### config.mk
export PLATFORM = sky130hd
export DESIGN_NAME = axi_portal_sequencer_flat
export DESIGN_NICKNAME = d
export VERILOG_FILES = /design/src/rtl/axi_seq_pkg.sv /design/src/rtl/axi_portal_sequencer_if.sv /design/src/rtl/axi_seq_rr_arbiter.sv /design/src/rtl/axi_portal_sequencer.sv /design/src/flat_wrapper.sv
export SDC_FILE = /design/constraint.sdc
export NUM_CORES = 1
export LEC_CHECK = 0
export CORE_MARGIN = 2
export CORE_UTILIZATION = 32
export DETAILED_ROUTE_END_ITERATION = 10
export GPL_ROUTABILITY_DRIVEN = 0
export GPL_TIMING_DRIVEN = 0
export PLACE_DENSITY = 0.78
export RECOVER_POWER = 25
export SYNTH_ARGS = -nofsm -noshare
export SYNTH_HDL_FRONTEND = slang
export SYNTH_SLANG_ARGS = --single-unit
### constraint.sdc
create_clock -name CLK -period 3.8 [get_ports CLK]
set_input_delay 0.95 -clock CLK [delete_from_list [all_inputs] [get_ports CLK]]
set_output_delay 0.95 -clock CLK [all_outputs]
set_load 0.05 [all_outputs]
### src/rtl/axi_seq_pkg.sv
// Shared types for the AXI portal sequencer:
// FSM states, response codes and the burst context.
package axi_seq_pkg;

  localparam int SEQ_ID_W = 12;

  typedef enum logic [1:0] {
    IDLE    = 2'd0,
    RD      = 2'd1,
    WR      = 2'd2,
    WR_RESP = 2'd3
  } state_e;

  localparam logic [1:0] RESP_OKAY   = 2'b00;
  localparam logic [1:0] RESP_SLVERR = 2'b10;

  typedef struct packed {
    logic [29:0]         addr;
    logic [SEQ_ID_W-1:0] id;
    logic [3:0]          len;
    logic [3:0]          beat;
  } burst_ctx_t;

  function automatic logic addr_in_range(
    input logic [29:0] a,
    input int          aw
  );
    return (a >> aw) == 30'd0;
  endfunction

endpackage

### src/rtl/axi_portal_sequencer_if.sv
// AXI slave-side channel bundle for the portal sequencer.
// master = bus driver, slave = sequencer.
interface axi_portal_sequencer_if #(
  parameter int ID_WIDTH = 12
);
  logic                AR__ENA;
  logic                AR__RDY;
  logic [31:0]         AR_addr;
  logic [ID_WIDTH-1:0] AR_id;
  logic [3:0]          AR_len;

  logic                AW__ENA;
  logic                AW__RDY;
  logic [31:0]         AW_addr;
  logic [ID_WIDTH-1:0] AW_id;
  logic [3:0]          AW_len;

  logic                W__ENA;
  logic                W__RDY;
  logic [31:0]         W_data;
  logic [ID_WIDTH-1:0] W_id;
  logic                W_last;

  logic                R__ENA;
  logic                R__RDY;
  logic [31:0]         R_data;
  logic [ID_WIDTH-1:0] R_id;
  logic                R_last;
  logic [1:0]          R_resp;

  logic                B__ENA;
  logic                B__RDY;
  logic [ID_WIDTH-1:0] B_id;
  logic [1:0]          B_resp;

  modport master (
    output AR__ENA, AR_addr, AR_id, AR_len,
    input  AR__RDY,
    output AW__ENA, AW_addr, AW_id, AW_len,
    input  AW__RDY,
    output W__ENA, W_data, W_id, W_last,
    input  W__RDY,
    input  R__ENA, R_data, R_id, R_last, R_resp,
    output R__RDY,
    input  B__ENA, B_id, B_resp,
    output B__RDY
  );

  modport slave (
    input  AR__ENA, AR_addr, AR_id, AR_len,
    output AR__RDY,
    input  AW__ENA, AW_addr, AW_id, AW_len,
    output AW__RDY,
    input  W__ENA, W_data, W_id, W_last,
    output W__RDY,
    output R__ENA, R_data, R_id, R_last, R_resp,
    input  R__RDY,
    output B__ENA, B_id, B_resp,
    input  B__RDY
  );
endinterface

### src/rtl/axi_seq_rr_arbiter.sv
// Two-requester round-robin arbiter; req[0]=read, req[1]=write.
// last_gnt holds 1 when write was granted last.
module axi_seq_rr_arbiter (
  input  logic       clk,
  input  logic       rst_n,
  input  logic [1:0] req,
  input  logic       fire,
  output logic [1:0] gnt,
  output logic       last_gnt
);

  always_comb begin
    gnt = 2'b00;
    unique case (req)
      2'b01:   gnt = 2'b01;
      2'b10:   gnt = 2'b10;
      2'b11:   gnt = last_gnt ? 2'b01 : 2'b10;
      default: gnt = 2'b00;
    endcase
  end

  // Reset to write so the first tie goes to the read side.
  always_ff @(posedge clk or negedge rst_n) begin
    if (!rst_n)
      last_gnt <= 1'b1;
    else if (fire)
      last_gnt <= gnt[1];
  end

endmodule

### src/rtl/axi_portal_sequencer.sv
// Sequences AXI read/write bursts onto one register port.
// Optional AXI_SEQ_TRACE_EN adds trace_enable/trace_data.
module axi_portal_sequencer
  import axi_seq_pkg::*;
#(
  parameter int ADDR_WIDTH = 10,
  parameter int ID_WIDTH   = 12
) (
  input  logic                  CLK,
  input  logic                  nRST,
  axi_portal_sequencer_if.slave bus,
  output logic [ADDR_WIDTH-1:0] reg_addr,
  input  logic [31:0]           reg_rdata,
  output logic                  reg_we,
  output logic [31:0]           reg_wdata
`ifdef AXI_SEQ_TRACE_EN
  ,
  output logic                  trace_enable,
  output logic [3:0]            trace_data
`endif
);

  state_e     state, state_n;
  burst_ctx_t ctx;
  logic       err;
  logic       open;
  logic [1:0] req, gnt;
  logic       last_gnt;
  logic       ar_fire, aw_fire;
  logic       w_fire, r_fire, b_fire;
  logic [29:0] baddr;
  logic       in_rng, is_last;
  logic       unused_ok;

  assign unused_ok = ^{bus.W_id, bus.AR_addr[1:0],
                       bus.AW_addr[1:0], last_gnt};

  assign baddr   = ctx.addr + 30'(ctx.beat);
  assign in_rng  = addr_in_range(baddr, ADDR_WIDTH);
  assign is_last = ctx.beat == ctx.len;

  assign reg_addr  = baddr[ADDR_WIDTH-1:0];
  assign reg_wdata = bus.W_data;

  assign req     = {bus.AW__ENA, bus.AR__ENA};
  assign ar_fire = bus.AR__ENA & bus.AR__RDY;
  assign aw_fire = bus.AW__ENA & bus.AW__RDY;
  assign w_fire  = bus.W__ENA & bus.W__RDY;
  assign r_fire  = bus.R__ENA & bus.R__RDY;
  assign b_fire  = bus.B__ENA & bus.B__RDY;

  axi_seq_rr_arbiter u_arb (
    .clk      (CLK),
    .rst_n    (nRST),
    .req      (req),
    .fire     (ar_fire | aw_fire),
    .gnt      (gnt),
    .last_gnt (last_gnt)
  );

  always_ff @(posedge CLK or negedge nRST) begin
    if (!nRST)
      state <= IDLE;
    else
      state <= state_n;
  end

  always_comb begin
    state_n = state;
    unique case (state)
      IDLE:
        if (ar_fire)      state_n = RD;
        else if (aw_fire) state_n = WR;
      RD:
        if (r_fire && is_last) state_n = IDLE;
      WR:
        if (w_fire && (bus.W_last || is_last))
          state_n = WR_RESP;
      WR_RESP:
        if (b_fire) state_n = IDLE;
      default: state_n = IDLE;
    endcase
  end

  always_comb begin
    bus.AR__RDY = 1'b0;
    bus.AW__RDY = 1'b0;
    bus.W__RDY  = 1'b0;
    bus.R__ENA  = 1'b0;
    bus.R_data  = 32'd0;
    bus.R_id    = '0;
    bus.R_last  = 1'b0;
    bus.R_resp  = RESP_OKAY;
    bus.B__ENA  = 1'b0;
    bus.B_id    = '0;
    bus.B_resp  = RESP_OKAY;
    reg_we      = 1'b0;
    unique case (state)
      IDLE: begin
        // On a tie only the granted side sees RDY.
        bus.AR__RDY = open & ~(&req & ~gnt[0]);
        bus.AW__RDY = open & ~(&req & ~gnt[1]);
      end
      RD: begin
        bus.R__ENA = 1'b1;
        bus.R_data = in_rng ? reg_rdata : 32'd0;
        bus.R_id   = ID_WIDTH'(ctx.id);
        bus.R_last = is_last;
        bus.R_resp = in_rng ? RESP_OKAY : RESP_SLVERR;
      end
      WR: begin
        bus.W__RDY = 1'b1;
        reg_we     = bus.W__ENA & in_rng;
      end
      WR_RESP: begin
        bus.B__ENA = 1'b1;
        bus.B_id   = ID_WIDTH'(ctx.id);
        bus.B_resp = err ? RESP_SLVERR : RESP_OKAY;
      end
      default: ;
    endcase
  end

  always_ff @(posedge CLK or negedge nRST) begin
    if (!nRST) begin
      ctx  <= '0;
      err  <= 1'b0;
      open <= 1'b0;
    end else begin
      open <= 1'b1;
      if (ar_fire) begin
        ctx <= '{addr: bus.AR_addr[31:2],
                 id:   SEQ_ID_W'(bus.AR_id),
                 len:  bus.AR_len,
                 beat: 4'd0};
        err <= 1'b0;
      end else if (aw_fire) begin
        ctx <= '{addr: bus.AW_addr[31:2],
                 id:   SEQ_ID_W'(bus.AW_id),
                 len:  bus.AW_len,
                 beat: 4'd0};
        err <= 1'b0;
      end else if (r_fire) begin
        ctx.beat <= ctx.beat + 4'd1;
      end else if (w_fire) begin
        ctx.beat <= ctx.beat + 4'd1;
        // Early W_last and missing W_last both flag an error.
        err <= err | ~in_rng | (bus.W_last ^ is_last);
      end
    end
  end

`ifdef AXI_SEQ_TRACE_EN
  assign trace_enable = state_n != state;
  assign trace_data   = {state, last_gnt, err};
`endif

endmodule

### src/flat_wrapper.sv
// flat-port wrapper written by rule: the top's interface ports become plain ports
module axi_portal_sequencer_flat import axi_seq_pkg::*;
#(
  parameter int ADDR_WIDTH = 10,
  parameter int ID_WIDTH   = 12
)
  (CLK, nRST, reg_addr, reg_rdata, reg_we, reg_wdata, bus_AR__ENA, bus_AR_addr, bus_AR_id, bus_AR_len, bus_AR__RDY, bus_AW__ENA, bus_AW_addr, bus_AW_id, bus_AW_len, bus_AW__RDY, bus_W__ENA, bus_W_data, bus_W_id, bus_W_last, bus_W__RDY, bus_R__ENA, bus_R_data, bus_R_id, bus_R_last, bus_R_resp, bus_R__RDY, bus_B__ENA, bus_B_id, bus_B_resp, bus_B__RDY);
  axi_portal_sequencer_if #(.ID_WIDTH(ID_WIDTH)) bus_i ();
  input  logic CLK;
  input  logic nRST;
  output logic [ADDR_WIDTH-1:0] reg_addr;
  input  logic [31:0] reg_rdata;
  output logic reg_we;
  output logic [31:0] reg_wdata;
  input wire logic [$bits(bus_i.AR__ENA)-1:0] bus_AR__ENA;
  input wire logic [$bits(bus_i.AR_addr)-1:0] bus_AR_addr;
  input wire logic [$bits(bus_i.AR_id)-1:0] bus_AR_id;
  input wire logic [$bits(bus_i.AR_len)-1:0] bus_AR_len;
  output wire logic [$bits(bus_i.AR__RDY)-1:0] bus_AR__RDY;
  input wire logic [$bits(bus_i.AW__ENA)-1:0] bus_AW__ENA;
  input wire logic [$bits(bus_i.AW_addr)-1:0] bus_AW_addr;
  input wire logic [$bits(bus_i.AW_id)-1:0] bus_AW_id;
  input wire logic [$bits(bus_i.AW_len)-1:0] bus_AW_len;
  output wire logic [$bits(bus_i.AW__RDY)-1:0] bus_AW__RDY;
  input wire logic [$bits(bus_i.W__ENA)-1:0] bus_W__ENA;
  input wire logic [$bits(bus_i.W_data)-1:0] bus_W_data;
  input wire logic [$bits(bus_i.W_id)-1:0] bus_W_id;
  input wire logic [$bits(bus_i.W_last)-1:0] bus_W_last;
  output wire logic [$bits(bus_i.W__RDY)-1:0] bus_W__RDY;
  output wire logic [$bits(bus_i.R__ENA)-1:0] bus_R__ENA;
  output wire logic [$bits(bus_i.R_data)-1:0] bus_R_data;
  output wire logic [$bits(bus_i.R_id)-1:0] bus_R_id;
  output wire logic [$bits(bus_i.R_last)-1:0] bus_R_last;
  output wire logic [$bits(bus_i.R_resp)-1:0] bus_R_resp;
  input wire logic [$bits(bus_i.R__RDY)-1:0] bus_R__RDY;
  output wire logic [$bits(bus_i.B__ENA)-1:0] bus_B__ENA;
  output wire logic [$bits(bus_i.B_id)-1:0] bus_B_id;
  output wire logic [$bits(bus_i.B_resp)-1:0] bus_B_resp;
  input wire logic [$bits(bus_i.B__RDY)-1:0] bus_B__RDY;
  assign bus_i.AR__ENA = bus_AR__ENA;
  assign bus_i.AR_addr = bus_AR_addr;
  assign bus_i.AR_id = bus_AR_id;
  assign bus_i.AR_len = bus_AR_len;
  assign bus_AR__RDY = bus_i.AR__RDY;
  assign bus_i.AW__ENA = bus_AW__ENA;
  assign bus_i.AW_addr = bus_AW_addr;
  assign bus_i.AW_id = bus_AW_id;
  assign bus_i.AW_len = bus_AW_len;
  assign bus_AW__RDY = bus_i.AW__RDY;
  assign bus_i.W__ENA = bus_W__ENA;
  assign bus_i.W_data = bus_W_data;
  assign bus_i.W_id = bus_W_id;
  assign bus_i.W_last = bus_W_last;
  assign bus_W__RDY = bus_i.W__RDY;
  assign bus_R__ENA = bus_i.R__ENA;
  assign bus_R_data = bus_i.R_data;
  assign bus_R_id = bus_i.R_id;
  assign bus_R_last = bus_i.R_last;
  assign bus_R_resp = bus_i.R_resp;
  assign bus_i.R__RDY = bus_R__RDY;
  assign bus_B__ENA = bus_i.B__ENA;
  assign bus_B_id = bus_i.B_id;
  assign bus_B_resp = bus_i.B_resp;
  assign bus_i.B__RDY = bus_B__RDY;
  axi_portal_sequencer #(.ADDR_WIDTH(ADDR_WIDTH), .ID_WIDTH(ID_WIDTH)) u_core (.CLK(CLK), .nRST(nRST), .bus(bus_i), .reg_addr(reg_addr), .reg_rdata(reg_rdata), .reg_we(reg_we), .reg_wdata(reg_wdata));
endmodule
== After elaboration in Yosys (flattened, before gate mapping) ==
Index checks and enable logic that the tools add are counted.
W data, S select, Z words.
Operators by class
  add/subtract/negate cells: 2
  eq/ne operators: 12
  muxes and demuxes: 32
  bitwise logic cells: 19
  reductions and logical operators: 11
Operator list (number)
  $mux W32: 2
  $mux W50: 1
  $mux W46: 1
  $add A30 B4 Y30: 1
  $logic_not A30 Y1: 1
  $mux W12: 2
  $mux W2: 10
  $mux W4: 3
  $mux W1: 11
  $and A1 B1 Y1: 10
  $eq A2 B2 Y1 const B: 4
  $pmux W2 S4: 1
  $ne A2 B1 Y1 const B: 3
  $ne A3 B1 Y1 const B: 2
  $pmux W2 S3: 1
  $not A1 Y1: 5
  $add A4 B1 Y4 const B: 1
  $eq A2 B1 Y1 const B: 2
  $eq A4 B4 Y1: 1
  $reduce_and A2 Y1: 2
  $reduce_and A4 Y1: 1
  $reduce_bool A4 Y1: 1
  $or A1 B1 Y1: 3
  $reduce_bool A3 Y1: 1
  other kinds (5): 6
Word-level totals
  bits in registers: 55
  input port bits: 180
  output and inout port bits: 109
  word-level logic and storage cells: 84

== Logic depth before layout (Yosys ltp) ==
Gate-level depths: netlist of the first run.
  depth in word-level cells: 11
  gate-level depth with buffers: 10
  depth with buffers taken out: 9

== Modules after synthesis ==
From an unflattened synthesis of the first run, not the netlist that was laid out.
Unflattened totals
  cell total of the unflattened synthesis: 473
  area, all modules: 4086.4 µm²
By module, submodules not included
  axi_portal_sequencer: times used 1, cells each 468, area an instance 4022.6 µm², sequential area each 1351.3 µm²
  axi_seq_rr_arbiter: times used 1, cells each 5, area an instance 63.8 µm², sequential area each 26.3 µm²

== Worst setup path before layout of the first run ==
No wires, ideal clock.
  path type: reg-to-output
  from: reg u_core.ctx[0] (netlist bit)
  to: out bus_R_data[10]
  arrival: 3.182 ns
  required time: 2.850 ns
  setup slack: -0.332 ns
  stages on the path, launching flop included: 10
  path buffers: 1
  cell sequence: dfrtp_1 -> ha_1 -> fa_1 -> a211oi_1 -> nor3b_2 -> a211o_1 -> a211o_1 -> nor4_4 -> buf_6 -> and2_1
Between the ends
  longest elaborated chain between the ends: 4
RTL lines
  start: declaration: line axi_portal_sequencer.sv:24  | burst_ctx_t ctx;
  start signal: assignment: line axi_portal_sequencer.sv:132  | ctx <= '{addr: bus.AR_addr[31:2],
  start signal: assignment: line axi_portal_sequencer.sv:138  | ctx <= '{addr: bus.AW_addr[31:2],
  $add A30 B4 Y30: line axi_portal_sequencer.sv:38  | assign baddr = ctx.addr + 30'(ctx.beat);
  $logic_not A30 Y1: line axi_seq_pkg.sv:28  | return (a >> aw) == 30'd0;
  $mux W32: line axi_portal_sequencer.sv:106  | bus.R_data = in_rng ? reg_rdata : 32'd0;
  $mux W32: line axi_portal_sequencer.sv:98  | unique case (state)
  end: declaration: line flat_wrapper.sv:31  | output wire logic [$bits(bus_i.R_data)-1:0] bus_R_data;
No other way between the ends.

== Worst setup path after layout of the first run ==
  from: reg u_core.ctx[0] (netlist bit)
  to: out bus_R_data[30]
The elaborated chain is that of the path after synthesis.

==> out/qor.csv, run 1 <==
metric,value,unit
CP peak stage delay,0.44,ns
largest net degree at the start of global routing,33,
CP max-delay cell,dfrtp_2,
met3 wire len,1340,um
global-route usage over all layers,20.8,%
synth unique cells,57,
kind of end point of the critical path,primary output,
Setup-failing EPs final,34,
Syn Std Cell Area,4080,sq um
Slew Limit Headroom,-16.3,%
Yosys warning count,0,
DR WL met2,8080,um
number of global-route vias before repair,4492,
Leakage,0.00335,uW
PortBufs,238,
grt total ovfl,0,
FF-to-FF Start,u_core.state[0]$_DFFE_PN0P_,
Post-DP HPWL,11800,um
global-route wire length before repair,22200,um
crit-path cells,"ha_4, fa_2, a211oi_4, nor3b_4, a211o_1, a211o_1, nor4_4, buf_6, buf_6, and2_4, buf_8",
Critical R2R Capture,u_core.ctx[38]$_DFFE_PN0P_,
Clock Skew,0.0115,ns
Die X,117,um
Required @ worst endpoint,2.85,ns
"antenna viol nets, final",0,
Most used DFF post-synth,dfrtp_1,
Peak VDD IR,0.000577,V
Core ar.,12500,sq um
Fin Setup TNS,-11.29,ns
Clock Latency Late Sink,0.30,ns
Initial DRC Count,239,
Setup WS pre-CTS,-1.22,ns
cts bufs inserted,5,
synth top area cells,"dfrtp_1 33%, mux2i_1 12%, a21oi_1 7.0%, and2_1 6.9%, buf_4 6.3%",
final WL,14900,um
Yosys reg bits,55,
Core Rows,41,
share of the synthesized area in the top cell type,33.2,%
outcome,"finished, violations left",
Nets,920,
H-tree depth,2,
Hold Path Class,reg -> reg,
wire per inst,16.5,um
Avg Inst Size Synth,8.69,sq um
R2R Setup Slk,0.88,ns
sequential area share after synthesis,33.8,%
"Clk pin slew, worst setup/hold paths",0.07,ns
Via Count,4470,
number of flops mapped to enable cells by yosys,0,
DR pass1 iterations,7,
DIE HEIGHT,117,um
DRC viols,0,
worst hold margin,0.545,ns
Worst Path Buf+Inv,3,
Post-Route M1 WL,5340,um
Worst Tran Pin Value,1.74,ns
CTS max path bufs,2,
vias per cell,4.93,
Worst Setup Path Type,reg -> out,
worst hold path endpoint,u_core.u_arb.last_gnt$_DFFE_PN1P_,
TritonCTS clock tree,yes,
"area leader, netlist",dfrtp_1,
highest metal used,met4,
initial antenna violation count,1,
final hold vios,0,
Fmax,0.241,GHz
area delta synth->final,79.1,%
share of layout cells above drive strength 1,21.0,%
Critical Path AT,3.21,ns
number of I/O pins,289,
"Slew Viols, Final",33,
die area,13700,sq um
Startpoint Class,flop,
fin crit share,109,%
fillers,1036,
hold path cells,2,
CTS sink cnt,55,
Tmin final,4.16,ns
worst-path maximum fanout,10,
slack of the critical path,-0.355,ns
failing checks,"max-capacitance violations, max-slew violations, negative setup slack",
Reg2Reg Depth,8,
async set or reset register ratio after synthesis,100,%
HP Start,u_core.u_arb.last_gnt$_DFFE_PN1P_,
pwr dens,703,nW/um^2
"Core Util, Final",58.3,%
"CP delay by family, top",compound AO/OA/AOI/OAI gates,
Root Driver,clkbuf_16,
max-cap violations,1,
Mapped Cells,469,
Initial Util,32.6,%
RSZ-0062 raised after global routing,true,
Hold Buf Count CTS,0,
==> cell type report <==
class / count / area (sq um) / area share, %
Timing Repair Buffer: 256 / 2680 / 36.8
Multi-Input combinational cell: 350 / 2480 / 33.9
Sequential cell: 55 / 1380 / 18.9
Buffer: 59 / 373 / 5.11
Tap cell: 172 / 215 / 2.95
Clock buffer: 5 / 125 / 1.71
Inverter: 6 / 22.5 / 0.309
Clock inverter: 3 / 18.8 / 0.257
Antenna cell: 1 / 2.50 / 0.0343
==> how the worst max path moves through the flow <==
| stage | from | end | slack [ns] | cells past startpoint |
|---|---|---|---|---|
| after floorplan | u_core.ctx[0]$_DFFE_PN0P_ | bus_R_data[10] | 0.0001 | 10 |
| after global placement | u_core.ctx[0]$_DFFE_PN0P_ | bus_R_data[5] | -1.21 | 11 |
| after detailed placement | u_core.ctx[0]$_DFFE_PN0P_ | bus_R_data[5] | -1.22 | 11 |
| after CTS | u_core.ctx[0]$_DFFE_PN0P_ | bus_R_data[1] | -0.40 | 12 |
| after global routing | u_core.ctx[0]$_DFFE_PN0P_ | bus_R_data[9] | -0.49 | 12 |
| final | u_core.ctx[0]$_DFFE_PN0P_ | bus_R_data[30] | -0.36 | 11 |
==> layout by cell type, fill, tap and decap left out, types with 13 or more instances in the layout <==
cell type          n
a21oi_1           57
xnor2_1           14
buf_8             32
dfrtp_1           51
nand2_1           13
and2_1            13
and2_4            31
mux2i_1           48
and3_1            14
nor2_1            66
clkbuf_1          20
buf_4             50
clkdlybuf4s50_1  196
==> synthesized netlist by cell type (3+ instances only) <==
cell type	count
and3_1	15
xnor2_1	14
buf_6	3
xor2_1	5
inv_1	6
clkbuf_1	18
or3_1	3
and2_1	45
a21oi_1	57
nand4_1	10
a31oi_1	4
a211o_1	4
nand2_1	13
nor4_1	3
mux2i_1	48
ha_1	6
dfrtp_1	54
nor2_1	66
nor3b_1	3
o21ai_0	4
nor3_1	7
nand3_1	5
buf_4	34
buf_1	3
==> sequential cells by signal (all words and copies together), names as in the netlist <==
| name | cells |
|---|---|
| u_core.open | 1 |
| u_core.state | 2 |
| u_core.err | 1 |
| u_core.ctx | 50 |
| u_core.u_arb.last_gnt | 1 |
==> stage by stage <==
stage               cell area, sq um  total power (uW)  instances
finish                          7300              5130        907
global route                    7300              5410        907
floorplan                       4170              3400        470
global placement                6760              4390        880
CTS                             7230              5090        900
detailed placement              6780              4470        881
==> worst register-to-register path, stage by stage (launching register included) <==
cell	delay, ns
dfrtp_1	0.42
nor3b_1	0.35
inv_1	0.13
a31oi_1	0.32
nand2_1	0.12
clkbuf_1	0.39
clkbuf_1	0.49
mux2i_1	0.45
a21oi_1	0.12
==> power breakdown <==
part	total [uW]	internal (uW)	switching, uW
logic	3410	1330	2080
registers	1250	879	369
clock network	469	245	224
total	5130	2450	2670
==> repair_timing <==
item / in CTS / in global routing
gates cloned: 2 / 0
pin swaps: 7 / 3
buffers inserted: 9 / 6
resized for setup: 287 / 11
setup endpoints to repair: 37 / 40
==> per-layer routing <==
metal | up-vias | GRT usage, %
li1 | 2124 | -
met1 | 2101 | 21.8
met2 | 228 | 40.4
met3 | 17 | 5.41
met4 | 0 | 6.43
met5 | - | 0
==> cells by family after synthesis <==
| logic type | count (synthesis) | share of synthesized area (%) |
|---|---|---|
| AND/OR/NAND/NOR | 186 | 25.4 |
| AO/OA/AOI/OAI | 87 | 12.7 |
| buffers and inverters | 65 | 9.70 |
| flip-flops | 55 | 33.8 |
| multiplexers | 48 | 11.8 |
| XOR/XNOR | 19 | 4.08 |
| adder cells (fa/ha/maj) | 7 | 2.33 |
| other | 2 | 0.184 |
No activity file was read; power rests on OpenSTA's default activity.
==> run 2, diff against run 1 <==
CAP_MARGIN = 20   (was not set)
MAX_ROUTING_LAYER = met4   (was not set)
==> out/qor.csv, run 2 (synthesis results as in run 1) <==
metric,value,unit
outcome,"finished, violations left",
failing checks,"max-capacitance violations, max-slew violations, negative setup slack",
"Slew Viols, Final",33,
internal power,2450,uW
worst hold path endpoint,u_core.u_arb.last_gnt$_DFFE_PN1P_,
Required @ worst endpoint,2.85,ns
Post-DP HPWL,11800,um
grt total ovfl,0,
wire per inst,16.4,um
cts bufs inserted,5,
share of layout cells above drive strength 1,21.0,%
pwr dens,702,nW/um^2
initial antenna violation count,1,
"Most flops, register",u_core.ctx,
"leading cell type in the layout, fill and taps excluded",clkdlybuf4s50_1,
Startpoint Class,flop,
Die X,117,um
hold path cells,2,
DIE HEIGHT,117,um
Slew Limit Headroom,-17.9,%
RSZ-0062 raised after global routing,true,
most frequent cells in the layout,"196 x clkdlybuf4s50_1, 66 x nor2_1, 57 x a21oi_1",
FF+latch area,1380,sq um
Worst Setup Path Type,reg -> out,
placed cell count,881,
number of I/O pins,289,
worst-path maximum fanout,10,
Setup-failing EPs final,34,
Peak VDD IR,0.000577,V
"Clk pin slew, worst setup/hold paths",0.07,ns
Post-Layout Cell Count,907,
Nets,920,
area delta synth->final,79.1,%
PortBufs,238,
max FFs per register,50,
global-route usage over all layers,21.4,%
Combinational Power Share,66.6,%
HP Start,u_core.u_arb.last_gnt$_DFFE_PN1P_,
vias per cell,4.91,
CTS sink cnt,55,
Initial Util,32.6,%
Core Rows,41,
leading registers by flop count,"u_core.ctx (50), u_core.state (2)",
final hold vios,0,
fin crit share,109,%
TritonCTS clock tree,yes,
Core ar.,12500,sq um
Via Count,4455,
Hold Path Class,reg -> reg,
number of global-route vias before repair,4494,
Root Driver,clkbuf_16,
Tmin final,4.15,ns
R2R Setup Slk,0.90,ns
die area,13700,sq um
Critical Path AT,3.20,ns
Initial DRC Count,297,
DRC viols,0,
CP Launch Point,u_core.ctx[0]$_DFFE_PN0P_,
"Core Util, Final",58.3,%
Clock Skew,0.00958,ns
"antenna viol nets, final",0,
DR pass1 iterations,4,
Critical R2R Capture,u_core.ctx[35]$_DFFE_PN0P_,
FF-to-FF Start,u_core.state[0]$_DFFE_PN0P_,
Hold Buf Count CTS,0,
kind of end point of the critical path,primary output,
clock share of power,9.1,%
Worst Tran Pin Value,1.77,ns
Flop pwr share,24.3,%
global-route wire length before repair,22200,um
CTS max path bufs,2,
slack of the critical path,-0.353,ns
largest net degree at the start of global routing,33,
Fmax,0.241,GHz
total net switching power,2670,uW
final WL,14900,um
multi-input logic area,2480,sq um
fillers,1036,
Reg2Reg Depth,8,
Leakage,0.00335,uW
switch share,52.1,%
max-cap violations,1,
H-tree depth,2,
Clock Latency Late Sink,0.30,ns
run 2: how the worst max path moves through the flow:
stage	slack (ns)	end	cells past startpoint
floorplan	0.0001	bus_R_data[10]	10
global placement	-1.21	bus_R_data[5]	11
detailed placement	-1.22	bus_R_data[5]	11
CTS	-0.40	bus_R_data[1]	12
global route	-0.49	bus_R_data[9]	12
finish	-0.35	bus_R_data[30]	12
run 2: timing repair:
item,4_1_cts,5_1_grt
gates cloned,2,0
buffers inserted,9,6
pin swaps,7,3
resized for setup,287,11
endpoints found under the setup margin,37,40
run 2: cell type report:
| type | count | share of cell area, % |
|---|---|---|
| diodes | 1 | 0.0343 |
| plain buffers | 59 | 5.11 |
| well taps | 172 | 2.95 |
| multi-input cells | 350 | 33.9 |
| flip-flops and latches | 55 | 18.9 |
| repair buffers | 256 | 36.8 |
| clock buffers | 5 | 1.71 |
| inverters | 6 | 0.309 |
| clock inverters | 3 | 0.257 |
run 2: power groups by stage:
stage / sequential [uW] / clock (uW) / combinational, uW
floorplan: 1130 / 0 / 2270
global placement: 1210 / 0 / 3170
detailed placement: 1230 / 0 / 3240
CTS: 1240 / 471 / 3380
global route: 1280 / 489 / 3630
finish: 1250 / 467 / 3410
run 2: metrics by stage:
| step | hold WS (ns) | setup slack (ns) | cell area (sq um) | power [uW] | setup TNS, ns |
|---|---|---|---|---|---|
| 6_report | 0.545 | -0.353 | 7300 | 5130 | -11.22 |
| 5_1_grt | 0.585 | -0.490 | 7300 | 5400 | -15.77 |
| 4_1_cts | 0.547 | -0.397 | 7230 | 5090 | -12.69 |
| 3_5_place_dp | 0.532 | -1.22 | 6780 | 4470 | -39.40 |
| 3_3_place_gp | 0.519 | -1.21 | 6760 | 4390 | -38.60 |
| 2_1_floorplan | 0.499 | 0.000133 | 4170 | 3400 | 0 |
run 2: per-layer routing:
| layer | wire length, um | global-route usage [%] | vias up |
|---|---|---|---|
| met5 | 0 | - | - |
| met4 | 145 | 6.67 | 0 |
| met3 | 1260 | 4.07 | 13 |
| met2 | 8070 | 40.4 | 221 |
| met1 | 5420 | 22.5 | 2101 |
| li1 | - | - | 2120 |
run 2: worst max-delay path, cell delays in order (launching register included):
cell and delay (ns):
dfrtp_2 0.43, ha_4 0.18, fa_2 0.39, a211oi_4 0.31, nor3b_4 0.12, a311o_1 0.34
a22oi_2 0.14, nand4_1 0.20, nor4_4 0.19, buf_6 0.17, buf_6 0.14, and2_4 0.15
buf_8 0.14
==> run 3, diff against run 2 <==
==> constraint.sdc (replaced) <==
create_clock -name CLK -period 3.8 [get_ports CLK]
set_input_delay 0.95 -clock CLK [delete_from_list [all_inputs] [get_ports CLK]]
set_output_delay 0.95 -clock CLK [all_outputs]
set_load 0.01 [all_outputs]
==> out/qor.csv, run 3 (synthesis results as in run 1) <==
metric,value,unit
final WL,15200,um
HP Start,u_core.u_arb.last_gnt$_DFFE_PN1P_,
"most used cell, CP",buf_6,
Initial Util,32.6,%
Nets,923,
worst hold path endpoint,u_core.u_arb.last_gnt$_DFFE_PN1P_,
max FFs per register,50,
slack of the critical path,-0.491,ns
outcome,"finished, violations left",
Post-Layout Cell Count,909,
CTS max path bufs,2,
wire per inst,16.7,um
largest net degree at the start of global routing,32,
total power,4380,uW
Required @ worst endpoint,2.85,ns
Critical R2R Capture,u_core.err$_DFFE_PN0P_,
Tmin final,4.29,ns
leading registers by flop count,"u_core.ctx (50), u_core.state (2)",
vias per cell,4.98,
"antenna viol nets, final",0,
placed cell count,881,
worst-path maximum fanout,6,
Clock Skew,0.00480,ns
Worst Setup Path Type,reg -> out,
Post-DP HPWL,11600,um
DRC viols,0,
"Core Util, Final",57.8,%
Setup-failing EPs final,34,
Core Rows,41,
Clock Latency Late Sink,0.29,ns
TritonCTS clock tree,yes,
number of I/O pins,289,
fin crit share,113,%
Root Driver,clkbuf_16,
Leakage,0.00328,uW
PortBufs,238,
Core ar.,12500,sq um
max-cap violations,0,
global-route usage over all layers,21.2,%
Peak VDD IR,0.000402,V
Hold Path Class,reg -> reg,
RSZ-0062 raised after global routing,true,
Via Count,4528,
area delta synth->final,77.5,%
ant diodes,0,
global-route wire length before repair,22000,um
share of layout cells above drive strength 1,20.5,%
cts bufs inserted,5,
FF-to-FF Start,u_core.ctx[0]$_DFFE_PN0P_,
Critical Path AT,3.34,ns
final hold vios,0,
Reg2Reg Depth,12,
kind of end point of the critical path,primary output,
H-tree depth,2,
"Most flops, register",u_core.ctx,
Placed Area,6700,sq um
fillers,1088,
"Clk pin slew, worst setup/hold paths",0.07,ns
Slew Limit Headroom,3.01,%
R2R Setup Slk,0.90,ns
crit-path cells,"ha_4, fa_2, a211oi_4, nor3b_4, buf_4, a211o_1, a211o_1, nor4_4, buf_6, buf_6, buf_6, and2_1, buf_2",
Final Cell Area,7230,sq um
CP peak stage delay,0.43,ns
CTS sink cnt,55,
hold path cells,2,
DIE HEIGHT,117,um
"Slew Viols, Final",0,
Worst Tran Pin Value,1.45,ns
Fin Setup TNS,-15.37,ns
number of global-route vias before repair,4450,
Die X,117,um
Fmax,0.233,GHz
DR pass1 iterations,4,
grt total ovfl,0,
die area,13700,sq um
Hold Buf Count CTS,0,
"leading cell type in the layout, fill and taps excluded",clkdlybuf4s50_1,
initial antenna violation count,0,
Initial DRC Count,239,
failing checks,negative setup slack,
Startpoint Class,flop,
CP max-delay cell,dfrtp_2,
pwr dens,605,nW/um^2
most frequent cells in the layout,"203 x clkdlybuf4s50_1, 66 x nor2_1, 56 x a21oi_1",
## run 3: timing repair
action / CTS / global route
pin swaps: 33 / 18
cloned: 2 / 1
resized for setup: 186 / 31
setup endpoints to repair: 35 / 35
buffers inserted: 12 / 5
## run 3: report_power, final
part | switching (uW) | internal [uW]
clock network | 220 | 315
logic | 1230 | 1370
registers | 366 | 879
## run 3: routing by layer
layer / track usage (%) / vias up / routed length (um)
li1: - / 2132 / -
met1: 21.8 / 2121 / 5390
met2: 40.2 / 249 / 8150
met3: 4.48 / 26 / 1340
met4: 6.75 / 0 / 333
met5: - / - / 0
## run 3: worst max path at each step
stage | start | endpoint | slack, ns | cells past startpoint
2_1_floorplan | u_core.ctx[0]$_DFFE_PN0P_ | bus_R_data[10] | 0.05 | 9
3_3_place_gp | u_core.ctx[0]$_DFFE_PN0P_ | bus_R_data[15] | -0.94 | 11
3_5_place_dp | u_core.ctx[0]$_DFFE_PN0P_ | bus_R_data[20] | -0.96 | 11
4_1_cts | u_core.ctx[0]$_DFFE_PN0P_ | bus_R_data[20] | -0.57 | 13
5_1_grt | u_core.ctx[20]$_DFFE_PN0P_ | bus_R_data[2] | -0.58 | 14
6_report | u_core.ctx[0]$_DFFE_PN0P_ | bus_R_data[2] | -0.49 | 13
## run 3: area by class of cell
class / count / area, sq um / area share (%)
tap: 172 / 215 / 2.97
buffer: 59 / 377 / 5.21
inverter: 6 / 22.5 / 0.311
clock inverter: 3 / 47.5 / 0.657
timing repair buffer: 259 / 2590 / 35.8
clock buffer: 5 / 125 / 1.73
sequential: 55 / 1380 / 19.1
multi-input combinational: 350 / 2480 / 34.2
## run 3: critical path: cells and delay by family (launching register included)
kind                       cells  cell delay (ns)
AOI/OAI and AO/OA              3             0.89
adders and majority gates      2             0.54
DFF                            1             0.43
and+or+nand+nor                3             0.47
buffers and inverters          5             0.70
## run 3: stage by stage
step / worst slack (ns) / hold slack, ns
final: -0.491 / 0.549
after detailed placement: -0.959 / 0.536
after global routing: -0.581 / 0.581
after global placement: -0.940 / 0.519
after floorplan: 0.0548 / 0.499
after CTS: -0.572 / 0.549
